**src/rtl/regfile_wb_arbiter_pkg.sv**
```systemverilog
// regfile_pkg: shared widths, register typedefs and writeback source encoding
//   DEFAULT_ADDRESS_WIDTH / DEFAULT_DATA_WIDTH : default register address / data widths
//   reg_addr_t / reg_data_t                    : register address / data types at default widths
//   src_e                                      : writeback source (ALU or LSU), used for round-robin state
package regfile_pkg;
   localparam int DEFAULT_ADDRESS_WIDTH = 5;
   localparam int DEFAULT_DATA_WIDTH = 32;
   typedef logic [DEFAULT_ADDRESS_WIDTH-1:0] reg_addr_t;
   typedef logic [DEFAULT_DATA_WIDTH-1:0] reg_data_t;
   typedef enum logic {SRC_ALU, SRC_LSU} src_e;
endpackage

```
**src/rtl/regfile_wb_arbiter_if.sv**
```systemverilog
// regfile_wb_arbiter_if: writeback, issue, hazard-check and register-file write bundle
//   alu_* / lsu_*      : valid/ready writeback requests with destination and data
//   iss_valid/iss_rd   : destination of the issuing instruction (scoreboard set)
//   chk_rs1/chk_rs2    : decode source addresses; hzd_rs1/hzd_rs2 flag outstanding writes
//   AD3/WE3/WD3        : register-file write port; pending is the scoreboard bitmap
//   modport master     : requesters, issue and decode side
//   modport slave      : the arbiter
interface regfile_wb_arbiter_if import regfile_pkg::*; #(
   parameter int ADDRESS_WIDTH = DEFAULT_ADDRESS_WIDTH,
   parameter int DATA_WIDTH = DEFAULT_DATA_WIDTH
);
   logic alu_valid, alu_ready;
   logic [ADDRESS_WIDTH-1:0] alu_rd;
   logic [DATA_WIDTH-1:0] alu_data;
   logic lsu_valid, lsu_ready;
   logic [ADDRESS_WIDTH-1:0] lsu_rd;
   logic [DATA_WIDTH-1:0] lsu_data;
   logic iss_valid;
   logic [ADDRESS_WIDTH-1:0] iss_rd;
   logic [ADDRESS_WIDTH-1:0] chk_rs1, chk_rs2;
   logic hzd_rs1, hzd_rs2;
   logic [ADDRESS_WIDTH-1:0] AD3;
   logic WE3;
   logic [DATA_WIDTH-1:0] WD3;
   logic [2**ADDRESS_WIDTH-1:0] pending;
   modport master (
      output alu_valid, alu_rd, alu_data, lsu_valid, lsu_rd, lsu_data,
      output iss_valid, iss_rd, chk_rs1, chk_rs2,
      input alu_ready, lsu_ready, hzd_rs1, hzd_rs2, AD3, WE3, WD3, pending
   );
   modport slave (
      input alu_valid, alu_rd, alu_data, lsu_valid, lsu_rd, lsu_data,
      input iss_valid, iss_rd, chk_rs1, chk_rs2,
      output alu_ready, lsu_ready, hzd_rs1, hzd_rs2, AD3, WE3, WD3, pending
   );
endinterface

```
**src/rtl/regfile_wb_arbiter_rr_arb2.sv**
```systemverilog
// rr_arb2: two-requester round-robin arbiter
//   clk, rst_n : clock, asynchronous active-low reset
//   req[1:0]   : requests, bit 0 = ALU, bit 1 = LSU
//   accept     : a granted request transferred this cycle
//   gnt[1:0]   : one-hot combinational grant, never set without its request
module rr_arb2 import regfile_pkg::*; (
   input  logic       clk,
   input  logic       rst_n,
   input  logic [1:0] req,
   input  logic       accept,
   output logic [1:0] gnt
);
   src_e last_grant;
   // On a tie the source that did not win last time is granted.
   always_comb gnt = &req ? (last_grant == SRC_LSU ? 2'b01 : 2'b10) : req;
   // Reset to LSU so the ALU wins the first tie.
   always_ff @(posedge clk or negedge rst_n)
      if (!rst_n) last_grant <= SRC_LSU;
      else if (accept) last_grant <= gnt[1] ? SRC_LSU : SRC_ALU;
endmodule

```
**src/rtl/regfile_wb_arbiter.sv**
```systemverilog
// regfile_wb_arbiter: shares the register-file write port between ALU and LSU writeback
//   clk, rst_n : clock, asynchronous active-low reset
//   bus        : slave side of regfile_wb_arbiter_if (requests, issue, hazard checks,
//                registered AD3/WE3/WD3 write port and pending scoreboard)
module regfile_wb_arbiter import regfile_pkg::*; #(
   parameter int ADDRESS_WIDTH = DEFAULT_ADDRESS_WIDTH,
   parameter int DATA_WIDTH = DEFAULT_DATA_WIDTH
) (
   input logic clk,
   input logic rst_n,
   regfile_wb_arbiter_if.slave bus
);
   localparam int NR = 2**ADDRESS_WIDTH;
   logic [1:0] gnt;
   logic accept, load, we;
   logic [ADDRESS_WIDTH-1:0] sel_rd, ad;
   logic [DATA_WIDTH-1:0] sel_data, wd;
   logic [NR-1:0] pend, set_mask, clr_mask;
   rr_arb2 u_arb (
      .clk    (clk),
      .rst_n  (rst_n),
      .req    ({bus.lsu_valid, bus.alu_valid}),
      .accept (accept),
      .gnt    (gnt)
   );
   always_comb begin
      accept = |gnt;
      sel_rd = gnt[1] ? bus.lsu_rd : bus.alu_rd;
      sel_data = gnt[1] ? bus.lsu_data : bus.alu_data;
      // Writes to x0 complete the handshake but never reach the register file.
      load = accept && sel_rd != '0;
      set_mask = (bus.iss_valid && bus.iss_rd != '0) ? NR'(1) << bus.iss_rd : '0;
      clr_mask = we ? NR'(1) << ad : '0;
   end
   always_ff @(posedge clk or negedge rst_n)
      if (!rst_n) begin
         we <= 1'b0;
         ad <= '0;
         wd <= '0;
         pend <= '0;
      end else begin
         we <= load;
         if (load) begin
            ad <= sel_rd;
            wd <= sel_data;
         end
         // Clear lands with the register-file write; a same-edge issue re-sets the bit.
         pend <= (pend & ~clr_mask) | set_mask;
      end
   assign bus.alu_ready = gnt[0];
   assign bus.lsu_ready = gnt[1];
   assign bus.AD3 = ad;
   assign bus.WE3 = we;
   assign bus.WD3 = wd;
   assign bus.pending = pend;
   assign bus.hzd_rs1 = bus.chk_rs1 != '0 && pend[bus.chk_rs1];
   assign bus.hzd_rs2 = bus.chk_rs2 != '0 && pend[bus.chk_rs2];
endmodule
```
**src/flat_wrapper.sv**
```systemverilog
// flat-port wrapper written by rule: the top's interface ports become plain ports
module regfile_wb_arbiter_flat import regfile_pkg::*;
#(
   parameter int ADDRESS_WIDTH = DEFAULT_ADDRESS_WIDTH,
   parameter int DATA_WIDTH = DEFAULT_DATA_WIDTH
)
  (clk, rst_n, bus_alu_valid, bus_alu_rd, bus_alu_data, bus_lsu_valid, bus_lsu_rd, bus_lsu_data, bus_iss_valid, bus_iss_rd, bus_chk_rs1, bus_chk_rs2, bus_alu_ready, bus_lsu_ready, bus_hzd_rs1, bus_hzd_rs2, bus_AD3, bus_WE3, bus_WD3, bus_pending);
  regfile_wb_arbiter_if #(.ADDRESS_WIDTH(ADDRESS_WIDTH), .DATA_WIDTH(DATA_WIDTH)) bus_i ();
  input logic clk;
  input logic rst_n;
  input wire logic [$bits(bus_i.alu_valid)-1:0] bus_alu_valid;
  input wire logic [$bits(bus_i.alu_rd)-1:0] bus_alu_rd;
  input wire logic [$bits(bus_i.alu_data)-1:0] bus_alu_data;
  input wire logic [$bits(bus_i.lsu_valid)-1:0] bus_lsu_valid;
  input wire logic [$bits(bus_i.lsu_rd)-1:0] bus_lsu_rd;
  input wire logic [$bits(bus_i.lsu_data)-1:0] bus_lsu_data;
  input wire logic [$bits(bus_i.iss_valid)-1:0] bus_iss_valid;
  input wire logic [$bits(bus_i.iss_rd)-1:0] bus_iss_rd;
  input wire logic [$bits(bus_i.chk_rs1)-1:0] bus_chk_rs1;
  input wire logic [$bits(bus_i.chk_rs2)-1:0] bus_chk_rs2;
  output wire logic [$bits(bus_i.alu_ready)-1:0] bus_alu_ready;
  output wire logic [$bits(bus_i.lsu_ready)-1:0] bus_lsu_ready;
  output wire logic [$bits(bus_i.hzd_rs1)-1:0] bus_hzd_rs1;
  output wire logic [$bits(bus_i.hzd_rs2)-1:0] bus_hzd_rs2;
  output wire logic [$bits(bus_i.AD3)-1:0] bus_AD3;
  output wire logic [$bits(bus_i.WE3)-1:0] bus_WE3;
  output wire logic [$bits(bus_i.WD3)-1:0] bus_WD3;
  output wire logic [$bits(bus_i.pending)-1:0] bus_pending;
  assign bus_i.alu_valid = bus_alu_valid;
  assign bus_i.alu_rd = bus_alu_rd;
  assign bus_i.alu_data = bus_alu_data;
  assign bus_i.lsu_valid = bus_lsu_valid;
  assign bus_i.lsu_rd = bus_lsu_rd;
  assign bus_i.lsu_data = bus_lsu_data;
  assign bus_i.iss_valid = bus_iss_valid;
  assign bus_i.iss_rd = bus_iss_rd;
  assign bus_i.chk_rs1 = bus_chk_rs1;
  assign bus_i.chk_rs2 = bus_chk_rs2;
  assign bus_alu_ready = bus_i.alu_ready;
  assign bus_lsu_ready = bus_i.lsu_ready;
  assign bus_hzd_rs1 = bus_i.hzd_rs1;
  assign bus_hzd_rs2 = bus_i.hzd_rs2;
  assign bus_AD3 = bus_i.AD3;
  assign bus_WE3 = bus_i.WE3;
  assign bus_WD3 = bus_i.WD3;
  assign bus_pending = bus_i.pending;
  regfile_wb_arbiter #(.ADDRESS_WIDTH(ADDRESS_WIDTH), .DATA_WIDTH(DATA_WIDTH)) u_core (.clk(clk), .rst_n(rst_n), .bus(bus_i));
endmodule
```
**config.mk**
```make
export PLATFORM = sky130hd
export DESIGN_NAME = regfile_wb_arbiter_flat
export DESIGN_NICKNAME = d
export VERILOG_FILES = /design/src/rtl/regfile_wb_arbiter_pkg.sv /design/src/rtl/regfile_wb_arbiter_if.sv /design/src/rtl/regfile_wb_arbiter_rr_arb2.sv /design/src/rtl/regfile_wb_arbiter.sv /design/src/flat_wrapper.sv
export SDC_FILE = /design/constraint.sdc
export NUM_CORES = 1
export LEC_CHECK = 0
export CORE_MARGIN = 2
export CORE_UTILIZATION = 55
export DETAILED_ROUTE_END_ITERATION = 6
export DONT_BUFFER_PORTS = 1
export GPL_ROUTABILITY_DRIVEN = 0
export HOLD_SLACK_MARGIN = 0.03
export PLACE_DENSITY_LB_ADDON = 0.1
export SLEW_MARGIN = 15
export SYNTH_ARGS = -nofsm -noshare
export SYNTH_HDL_FRONTEND = slang
export SYNTH_SLANG_ARGS = --single-unit
```
**constraint.sdc**
```tcl
create_clock -name clk -period 5.55 [get_ports clk]
set_clock_uncertainty 0.15 [all_clocks]
set_input_delay 0.2775 -clock clk [delete_from_list [all_inputs] [get_ports clk]]
set_output_delay 0.2775 -clock clk [all_outputs]
set_load 0.03 [all_outputs]
```
======== After elaboration in Yosys (flattened, before gate mapping) ========
Cells that the tools add are included.
operators by class
  order comparisons ....................... 2
  mux-type cells .......................... 11
  reduce and logical (&&, ||, !) cells .... 10
  bitwise gates (word level) .............. 3
  shift operators ......................... 2
operator list
  kind                                                 number
  2-to-1 mux 32 bit                                    3
  left shift 1 x 5 -> 32 bit (first input constant)    2
  bitwise AND 32 bit                                   1
  inverter 32 bit                                      1
  bitwise OR 32 bit                                    1
  nonzero test 5 bit                                   4
  < comparator 5 x 6 -> 1 bit (second input constant)  2
  binary-select mux 1 bit (select 5 bit)               2
  2-to-1 mux 5 bit                                     1
  logical AND 1 bit                                    4
  2-to-1 mux 2 bit                                     2
  2-to-1 mux 1 bit                                     3
  AND reduction 2 bit                                  1
  OR reduction 2 bit                                   1
word-level totals
  input port bits ......................... 94
  bits in registers ....................... 71
  logic and storage cells ................. 33
  output and inout bits ................... 74

======== Logic depth before layout (Yosys ltp) ========
Gate-level depths: netlist of the first run.
  depth in word-level cells ............... 5
  mapped depth ............................ 8
  mapped depth without buffers ............ 5

======== By module ========
From an unflattened synthesis of the first run, not the netlist that was laid out.
second synthesis, totals
  cell total of the unflattened synthesis .. 316
  area, all modules ....................... 3935.0 um2
modules (own cells, without submodules)
  module              sequential area each (um2)  cells each  instances  area each (um2)
  regfile_wb_arbiter  1751.7                      311         1          3871.2
  rr_arb2             26.3                        5           1          63.8

======== Worst setup path after synthesis of the first run ========
OpenSTA, ideal clock, no wires.
  path type ............................... flip-flop to output port
  start point ............................. register u_core.pend[15], in the netlist u_core.bus.pending[15]
  end point ............................... output port bus_hzd_rs1
  arrival time ............................ 1490 ps
  slack ................................... 3632 ps
  data required time ...................... 5123 ps
  stages on the path, launching flop included .. 5
  path buffers ............................ 0
  cell sequence ........................... dfrtp_1 mux4_2 nor2_1 a2bb2oi_1 nand3_1
on the way
  longest elaborated chain between the ends .. 3
RTL lines
  item                                    line                      source
  start: declaration                      regfile_wb_arbiter.sv:18  logic [NR-1:0] pend, set_mask, clr_mask;
  start signal: assignment                regfile_wb_arbiter.sv:48  pend <= (pend & ~clr_mask) | set_mask;
  binary-select mux 1 bit (select 5 bit)  regfile_wb_arbiter.sv:56  assign bus.hzd_rs1 = bus.chk_rs1 != '0 && pend[bus.chk_rs1];
  2-to-1 mux 1 bit (not written as such)  regfile_wb_arbiter.sv:56
  logical AND 1 bit                       regfile_wb_arbiter.sv:56
  end: declaration                        flat_wrapper.sv:23        output wire logic [$bits(bus_i.hzd_rs1)-1:0] bus_hzd_rs1;
Every way passes these cells. The select of a mux whose other input is x is not followed.

======== Final worst setup path of the first run ========
  start point ............................. register u_core.u_arb.last_grant
  end point ............................... register u_core.wd[24], in the netlist u_core.bus.WD3[24]
on the way
  longest elaborated chain between the ends .. 5
  elaborated cells on any way between the ends .. 7
  those cells by class .................... 4 x mux; 3 x reduce/logical
RTL lines
  item                              line                              source
  start: declaration                regfile_wb_arbiter_rr_arb2.sv:13  src_e last_grant;
  start signal: assignment          regfile_wb_arbiter_rr_arb2.sv:19  else if (accept) last_grant <= gnt[1] ? SRC_LSU : SRC_ALU;
  2-to-1 mux 2 bit * (2 in series)  regfile_wb_arbiter_rr_arb2.sv:15  always_comb gnt = &req ? (last_grant == SRC_LSU ? 2'b01 : 2'b10) : req;
  named net bus_lsu_ready           flat_wrapper.sv:22                output wire logic [$bits(bus_i.lsu_ready)-1:0] bus_lsu_ready;
  2-to-1 mux 5 bit                  regfile_wb_arbiter.sv:28          sel_rd = gnt[1] ? bus.lsu_rd : bus.alu_rd;
  nonzero test 5 bit                regfile_wb_arbiter.sv:31          load = accept && sel_rd != '0;
  logical AND 1 bit                 regfile_wb_arbiter.sv:31
  end signal: assignment            regfile_wb_arbiter.sv:45          wd <= sel_data;
  end: declaration                  regfile_wb_arbiter.sv:17          logic [DATA_WIDTH-1:0] sel_data, wd;
Mark *: on every way through the listed nets, which the timed path passes. The rest lies on a longest branch.
A chain may end at the register's enable or synchronous reset.

==> flow_metrics.py, run 1 <==
metrics = {
    "route": {
        "firstDrtPassIters": 5,
        "drtAntennaViolNets": 0,
        "vias": 3493,
        "drt-total-wl_um": 11500,
        "via_per_inst": 6.25,
        "drc": 0,
        "wl_per_cell_um": 20.7,
        "drt_iter0_markers": 306,
    },
    "grt": {
        "grt_max_degree": 72,
        "grt_pass1_vias": 3535,
        "grt_overflow": 0,
        "grt_pass1_wl_um": 17600,
        "gr-usage-all-layers_pct": 30.1,
        "antenna_found_initial": 1,
    },
    "critical_path": {
        "cp_top_family": "buffers and inverters",
        "crit_type": "reg2reg",
        "crit_arrival_ps": 2790,
        "worst_path_most_repeated_cell": "buf_4",
        "crit_buf_inv": 2,
        "worstPathRequired_ps": 5640,
        "worst_path_largest_cell_delay_ps": 590,
        "cp_max_fo": 66,
        "critPathSlowestCell": "buf_4",
        "cp_cell_sequence": "a21boi_4 > buf_4 > mux2_4 > a21oi_4 > buf_4 > nor2_1 > a21oi_1",
        "critPathLaunchType": "flip-flop",
        "r2r_slack_ps": 2850,
        "end_kind": "flip-flop",
    },
    "placed_design": {
        "dp_cells": 471,
        "port_buffers": 0,
        "place_hpwl_um": 7440,
    },
    "floorplan": {
        "ios": 168,
        "start_util_pct": 56.6,
        "die_area_mm2": 0.00767,
        "die_h_um": 87.6,
        "fp.coreArea_mm2": 0.00679,
        "die_w_um": 87.6,
        "rows": 30,
    },
    "yosys": {
        "synth.top_cell.area_share_pct": 45.6,
        "synth_area_leader_cell": "dfrtp_1",
        "syn_inst": 394,
        "syn-num-nets": 488,
        "yosysWarnings": 0,
        "synth_flop_cell": "dfrtp_1",
        "synth_common_cells": "70 x dfrtp_1, 58 x o21ai_0, 55 x mux2i_1, 40 x nor2_1, 34 x a21oi_1",
        "yosys-top-cells-area": "dfrtp_1 46%, mux2i_1 14%, o21ai_0 7.6%",
        "synth_cell_types": 41,
        "avgSynthCellArea_um2": 9.75,
        "syn_area_mm2": 0.00384,
        "ys_ff_latch": 71,
        "synthArstFlopShare_pct": 100,
        "post-synth-top-count-cell": "dfrtp_1",
        "synth_edf_count": 0,
        "ys_seq_area_share_pct": 46.3,
    },
    "pwr": {
        "p_switching_uw": 871,
        "ir_drop_mv": 0.188,
        "intPower_uw": 1170,
        "p_comb_share_pct": 20.1,
        "p_sw_share_pct": 42.7,
        "power_density_mw_per_mm2": 420,
        "seqPwrFrac_pct": 55.2,
        "power_leakage_uw": 0.00196,
        "p_clk_share_pct": 24.7,
    },
    "run": {
        "drv_cap": 0,
    },
    "finish": {
        "final_nets": 551,
        "area_delta_synth_final_pct": 26.4,
        "drive_above_1_share_pct": 6.93,
        "fill_cells": 487,
        "final_cell_count_no_fill": 559,
        "final_util_pct": 71.5,
    },
    "timing": {
        "hold_viol_final": 0,
        "final-setup-viol-count": 0,
        "rsz0062_at_grt": "no",
        "period_needed_ps": 2700,
        "finalMaxSlewViolations": 0,
        "timing.final.crit_share_pct": 48.6,
        "maxSlewHeadroom_pct": 45.5,
        "holdWs_ps": 42.8,
        "worst_pin_slew_ps": 818,
        "fin_setup_tns_ps": 0,
        "max_clock_freq_ghz": 0.371,
    },
    "cts": {
        "clkTransAtPathRegs_ps": 70,
        "root_buffer": "clkbuf_8",
        "clockBufferDepth": 2,
        "cts_tree": "done",
        "cts_buffers": 9,
        "cts.sinks": 71,
        "h-tree-depth": 3,
        "clkLatencyLatePin_ps": 330,
    },
    "status": {
        "outcome": "finished clean",
    },
    "min_path": {
        "min_path_type": "in2reg",
    },
}
## placed cells by master (no fill, tap or decap), types with 3 or more instances in the layout
master,count
nand2_1,21
dfrtp_1,70
nand4b_1,6
bufinv_16,3
mux2i_1,55
mux4_2,4
o31ai_1,7
o22ai_1,3
nand2b_1,5
dlygate4sd3_1,70
nor2b_1,9
o21ai_0,58
clkbuf_8,10
a2111oi_0,6
nor2_1,40
nor3b_1,3
a221oi_1,4
nand3_1,9
or2_2,5
inv_1,7
a21oi_1,34
## cells by family after synthesis
group	synth area share [%]
simple gates	14.0
mux	17.1
compound gates	19.0
flops	46.3
buf+inv	3.68
## state kept, by name, summed over array words and instances, names as in the netlist
| register | count |
|---|---|
| u_core.bus.AD3 | 5 |
| u_core.bus.WD3 | 32 |
| u_core.bus.WE3 | 1 |
| u_core.bus.pending | 32 |
| u_core.u_arb.last_grant | 1 |
## what timing repair did
action / 4_1_cts / 5_1_grt
hold endpoints to repair: 114 / 0
buffers inserted: 0 / 0
gates resized for setup: 0 / 0
hold buffers: 71 / 0
## routing by layer
layer	vias to the layer above	track usage, %	part of all wire (%)
met5	-	0	0
met4	0	12.4	2.3
met3	28	6.41	8.2
met2	194	52.0	52
met1	1691	36.6	37
li1	1580	-	-
## worst paths after layout
check | start | end | cells past startpoint
worst min-delay path | bus_iss_rd[2] | u_core.bus.pending[25] | 2
min in group asynchronous | rst_n | u_core.bus.WD3[26] | 2
worst min register to register | u_core.bus.pending[0] | u_core.bus.pending[0] | 1
worst max register to register | u_core.u_arb.last_grant | u_core.bus.WD3[24] | 7
worst max-delay path | u_core.u_arb.last_grant | u_core.bus.WD3[24] | 7
max in group asynchronous | rst_n | u_core.u_arb.last_grant | 2
## cell type report
cell class | count | area (um2) | area share, %
multi-input cells | 295 | 1940 | 40.0
diodes | 1 | 2.50 | 0.0515
clock buffers | 10 | 138 | 2.83
flip-flops and latches | 71 | 1780 | 36.6
inverters | 7 | 26.3 | 0.541
repair buffers | 73 | 743 | 15.3
well taps | 96 | 120 | 2.47
clock inverters | 6 | 108 | 2.22
## power by group through the flow
stage                     logic [uW]  registers (uW)  clock network, uW
after floorplan                  289            1050                  0
after global placement           326            1130                  0
after detailed placement         338            1130                  0
after CTS                        402            1120                506
after global routing             453            1150                529
final                            409            1130                503
## worst register-to-register path: cells and delay by family, from the launching register on
family	cells	cell delay, ps
flops	1	390
simple gates	1	130
buf+inv	2	1100
mux	1	390
compound gates	3	450
## stage by stage
stage | setup slack (ps) | power [uW] | cell area, um2
2_1_floorplan | 3630 | 1340 | 3840
3_3_place_gp | 3050 | 1450 | 3880
3_5_place_dp | 2970 | 1470 | 3880
5_1_grt | 2660 | 2130 | 4860
6_report | 2850 | 2040 | 4860
4_1_cts | 2970 | 2030 | 4850
Note: power is estimated with default switching activity, not from simulation.
==> run 2: changes to the inputs <==
clock period = 2.4 ns   (was 5.55 ns; I/O delays follow)
==> flow_metrics.py, run 2 (same netlist as run 1, synthesis figures left out) <==
metrics = {
    "placed_design": {
        "place_hpwl_um": 7530,
        "dp_slack_ps": 533,
        "port_buffers": 0,
    },
    "run": {
        "drv_cap": 0,
    },
    "status": {
        "outcome": "finished clean",
    },
    "grt": {
        "gr-usage-all-layers_pct": 33.4,
        "grt_busiest_layer": "met2",
        "antenna_found_initial": 0,
        "met1_usage_pct": 39.3,
        "grt_max_degree": 72,
        "grt_pass1_vias": 3772,
        "globalRouteMet2Util_pct": 55.8,
        "use_met3_pct": 9.24,
        "grt_pass1_wl_um": 19400,
        "grt_overflow": 0,
    },
    "route": {
        "drt_iter0_markers": 316,
        "vias": 3700,
        "drt-total-wl_um": 12800,
        "drc": 0,
        "wl_per_cell_um": 21.9,
        "via_per_inst": 6.30,
        "drtAntennaViolNets": 0,
        "firstDrtPassIters": 5,
    },
    "pwr": {
        "p_clk_share_pct": 24.1,
        "ir_drop_mv": 0.481,
        "p_switching_uw": 2070,
        "p_comb_share_pct": 23.0,
        "intPower_uw": 2790,
        "power_leakage_uw": 0.00210,
        "p_sw_share_pct": 42.6,
        "power_density_mw_per_mm2": 938,
        "seqPwrFrac_pct": 52.9,
    },
    "timing": {
        "hold_viol_final": 0,
        "worst_pin_slew_ps": 612,
        "setup_slack_ps": 94.1,
        "max_clock_freq_ghz": 0.434,
        "holdWs_ps": 52.7,
        "maxSlewHeadroom_pct": 59.2,
        "final-setup-viol-count": 0,
        "period_needed_ps": 2310,
        "fin_setup_tns_ps": 0,
        "timing.final.crit_share_pct": 96.1,
        "rsz0062_at_grt": "no",
        "finalMaxSlewViolations": 0,
    },
    "floorplan": {
        "die_h_um": 87.6,
        "start_util_pct": 56.6,
        "die_w_um": 87.6,
        "ios": 168,
        "die_area_mm2": 0.00767,
        "fp.coreArea_mm2": 0.00679,
        "rows": 30,
    },
    "critical_path": {
        "worstPathRequired_ps": 2500,
        "crit_buf_inv": 2,
        "worst_path_largest_cell_delay_ps": 620,
        "cp_top_family": "buffers and inverters",
        "crit_type": "reg2reg",
        "cp_cell_sequence": "a21boi_4 > buf_12 > mux2i_1 > dlygate4sd3_1 > o2111ai_1 > o211ai_1",
        "cp_max_fo": 22,
        "critPathLaunchType": "flip-flop",
        "end_kind": "flip-flop",
        "crit_arrival_ps": 2400,
        "critPathSlowestCell": "dlygate4sd3_1",
    },
    "cts": {
        "clkLatencyLatePin_ps": 340,
        "cts_buffers": 9,
        "cts.sinks": 71,
        "post_cts_buffers": 0,
        "h-tree-depth": 3,
        "root_buffer": "clkbuf_8",
        "cts_tree": "done",
        "clockBufferDepth": 2,
        "clkTransAtPathRegs_ps": 80,
    },
    "finish": {
        "final_util_pct": 76.2,
        "final_nets": 580,
        "drive_above_1_share_pct": 8.15,
        "final_cell_mix": "93 x dlygate4sd3_1, 69 x dfrtp_1, 58 x o21ai_0",
        "n_antenna_cell": 0,
        "area_delta_synth_final_pct": 34.8,
        "final_common_cell": "dlygate4sd3_1",
    },
    "min_path": {
        "min_path_type": "in2reg",
    },
}
run 2: cell count changes in the layout (fill, tap and decap cells not counted):
cell / previous run / this run
buf_4: 2 / 5
diode_2: 1 / 0
nand3_2: 0 / 1
buf_12: 0 / 2
nand3_1: 9 / 8
clkbuf_16: 0 / 1
dlygate4sd3_1: 70 / 93
dfrtp_2: 0 / 1
dfrtp_1: 70 / 69
run 2: path summary, 6_finish.rpt:
kind,startpoint,to,cells past startpoint,slack (ps)
setup / recovery,u_core.u_arb.last_grant,u_core.bus.AD3[4],6,90
hold / removal,bus_lsu_rd[3],u_core.bus.AD3[4],3,50
setup reg to reg,u_core.u_arb.last_grant,u_core.bus.AD3[4],6,90
hold reg to reg,u_core.bus.pending[0],u_core.bus.pending[0],1,540
max in group asynchronous,rst_n,u_core.u_arb.last_grant,2,1610
min in group asynchronous,rst_n,u_core.bus.WD3[31],2,190
run 2: per-layer routing:
layer  vias to the layer above  wire, um
li1                       1633         -
met1                      1793      4750
met2                       224      6450
met3                        50      1140
met4                         0       507
met5                         -         0
run 2: what timing repair did:
item | CTS | global route
endpoints found under the setup margin | 0 | 3
resized for setup | 0 | 2
endpoints found under the hold margin | 140 | 0
hold buffers | 94 | 0
run 2: layout make-up:
| cell class | count | area (um2) |
|---|---|---|
| Multi-Input combinational cell | 295 | 1950 |
| Sequential cell | 71 | 1780 |
| Fill cell | 439 | 1620 |
| Timing Repair Buffer | 102 | 1060 |
| Clock buffer | 10 | 138 |
| Tap cell | 96 | 120 |
| Clock inverter | 6 | 108 |
| Inverter | 7 | 26.3 |
run 2: per-stage QoR:
stage / instance area [um2] / total power [uW] / cells
2_1_floorplan: 3840 / 3110 / 394
3_3_place_gp: 3940 / 3400 / 476
3_5_place_dp: 3940 / 3420 / 476
4_1_cts: 5150 / 4800 / 586
5_1_grt: 5180 / 5060 / 587
6_report: 5180 / 4860 / 587
run 2: power groups by stage:
stage,clock network (uW),registers [uW],logic (uW)
floorplan,0,2440,667
global placement,0,2570,830
detailed placement,0,2570,850
CTS,1180,2550,1070
global route,1220,2620,1220
finish,1170,2570,1120
run 2: worst register-to-register path, cell delays in order, from the launching register on:
cell	delay [ps]
dfstp_2	390
a21boi_4	290
buf_12	270
mux2i_1	260
dlygate4sd3_1	620
o2111ai_1	110
o211ai_1	120
==> run 3: changes to the inputs <==
PLACE_DENSITY = 0.81   (was default)
PLACE_DENSITY_LB_ADDON = default   (was 0.1)
==> flow_metrics.py, run 3 (same netlist as run 1, synthesis figures left out) <==
metrics = {
    "critical_path": {
        "worstPathRequired_ps": 2130,
        "end_kind": "output port",
        "critPathSlowestCell": "dfrtp_1",
        "cp_cell_sequence": "nor2b_1 > a2111oi_0 > a221oi_1 > a2bb2oi_1 > nand3_1",
        "critPathLaunchType": "flip-flop",
        "crit_type": "reg2out",
        "worst_path_largest_cell_delay_ps": 520,
        "cp_max_fo": 4,
        "r2r_slack_ps": 110,
        "crit_arrival_ps": 2020,
    },
    "placed_design": {
        "placed_area_mm2": 0.00394,
        "dp_cells": 477,
        "dp_slack_ps": 505,
        "place_hpwl_um": 7730,
        "port_buffers": 0,
    },
    "cts": {
        "cts.sinks": 71,
        "root_buffer": "clkbuf_8",
        "clkLatencyLatePin_ps": 350,
        "cts_tree": "done",
        "cts_buffers": 9,
        "post_cts_buffers": 0,
        "clockBufferDepth": 2,
        "h-tree-depth": 3,
        "clkTransAtPathRegs_ps": 80,
    },
    "grt": {
        "grt_pass1_vias": 3971,
        "grt_pass1_wl_um": 20600,
        "grt_max_degree": 72,
        "antenna_found_initial": 0,
        "gr-usage-all-layers_pct": 36.0,
        "grt_overflow": 0,
    },
    "pwr": {
        "power_density_mw_per_mm2": 947,
        "ir_drop_mv": 0.442,
        "finalPower_uw": 4880,
        "power_leakage_uw": 0.00208,
    },
    "finish": {
        "n_antenna_cell": 0,
        "design_area_mm2": 0.00515,
        "regArea_mm2": 0.00178,
        "drive_above_1_share_pct": 8.98,
        "area_delta_synth_final_pct": 34.0,
        "final_cell_count_no_fill": 586,
        "fill_cells": 407,
        "final_cell_mix": "92 x dlygate4sd3_1, 66 x dfrtp_1, 58 x o21ai_0",
        "multi_input_area_mm2": 0.00195,
        "final_nets": 579,
        "final_common_cell": "dlygate4sd3_1",
    },
    "floorplan": {
        "ios": 168,
        "die_w_um": 87.6,
        "die_h_um": 87.6,
        "die_area_mm2": 0.00767,
        "start_util_pct": 56.6,
        "rows": 30,
        "fp.coreArea_mm2": 0.00679,
    },
    "timing": {
        "period_needed_ps": 2290,
        "setup_slack_ps": 106,
        "max_clock_freq_ghz": 0.436,
        "timing.final.crit_share_pct": 95.6,
        "finalMaxSlewViolations": 0,
        "maxSlewHeadroom_pct": 49.7,
        "worst_pin_slew_ps": 751,
        "rsz0062_at_grt": "no",
        "final-setup-viol-count": 0,
        "hold_viol_final": 0,
        "fin_setup_tns_ps": 0,
    },
    "run": {
        "drv_cap": 0,
    },
    "route": {
        "via_per_inst": 6.54,
        "drtAntennaViolNets": 0,
        "drt_iter0_markers": 423,
        "wl_per_cell_um": 22.9,
        "firstDrtPassIters": 6,
        "drc": 0,
        "vias": 3831,
        "drt-total-wl_um": 13400,
    },
    "status": {
        "outcome": "finished clean",
    },
    "min_path": {
        "min_path_type": "in2reg",
    },
}
[run 3: what timing repair did]
item	4_1_cts	5_1_grt
hold buffers	93	0
resized for setup	0	8
setup endpoints to repair	0	26
endpoints found under the hold margin	140	0
[run 3: critical path, delay by kind of cell, from the launching register on]
kind            cells  cell delay (ps)
compound gates      3              650
simple gates        2              490
flops               1              520
[run 3: metrics by stage]
step,hold WS [ps],util [%]
2_1_floorplan,-326,-
3_3_place_gp,-325,58.0
3_5_place_dp,-325,58.0
4_1_cts,38.2,75.5
5_1_grt,81.1,75.8
6_report,58.3,75.8
[run 3: report_power, final]
group	leakage [uW]	internal, uW	switching [uW]
clock network	0.000123	693	477
logic	0.00116	558	582
registers	0.000804	1510	1050
[run 3: area by class of cell]
type	count	area share, %
Clock inverter	7	2.36
Sequential cell	71	34.6
Multi-Input combinational cell	295	37.9
Inverter	7	0.510
Clock buffer	9	2.41
Tap cell	96	2.33
Timing Repair Buffer	101	19.9
[run 3: metal layers]
layer,share of wire [%],global-route usage (%),wire (um),vias to the layer above
met2,50,60.9,6700,338
met4,5.4,19.2,726,0
met5,0,0,0,-
li1,-,-,-,1637
met1,33,40.4,4460,1786
met3,11,11.7,1530,70
[run 3: worst paths after layout]
path,cells after the start,endpoint,startpoint
setup / recovery,5,bus_hzd_rs2,u_core.bus.pending[24]
hold / removal,3,u_core.bus.AD3[4],bus_alu_rd[3]
setup reg to reg,5,u_core.bus.WD3[22],u_core.u_arb.last_grant
hold reg to reg,1,u_core.bus.pending[0],u_core.bus.pending[0]
max in group asynchronous,2,u_core.u_arb.last_grant,rst_n
min in group asynchronous,2,u_core.bus.pending[4],rst_n
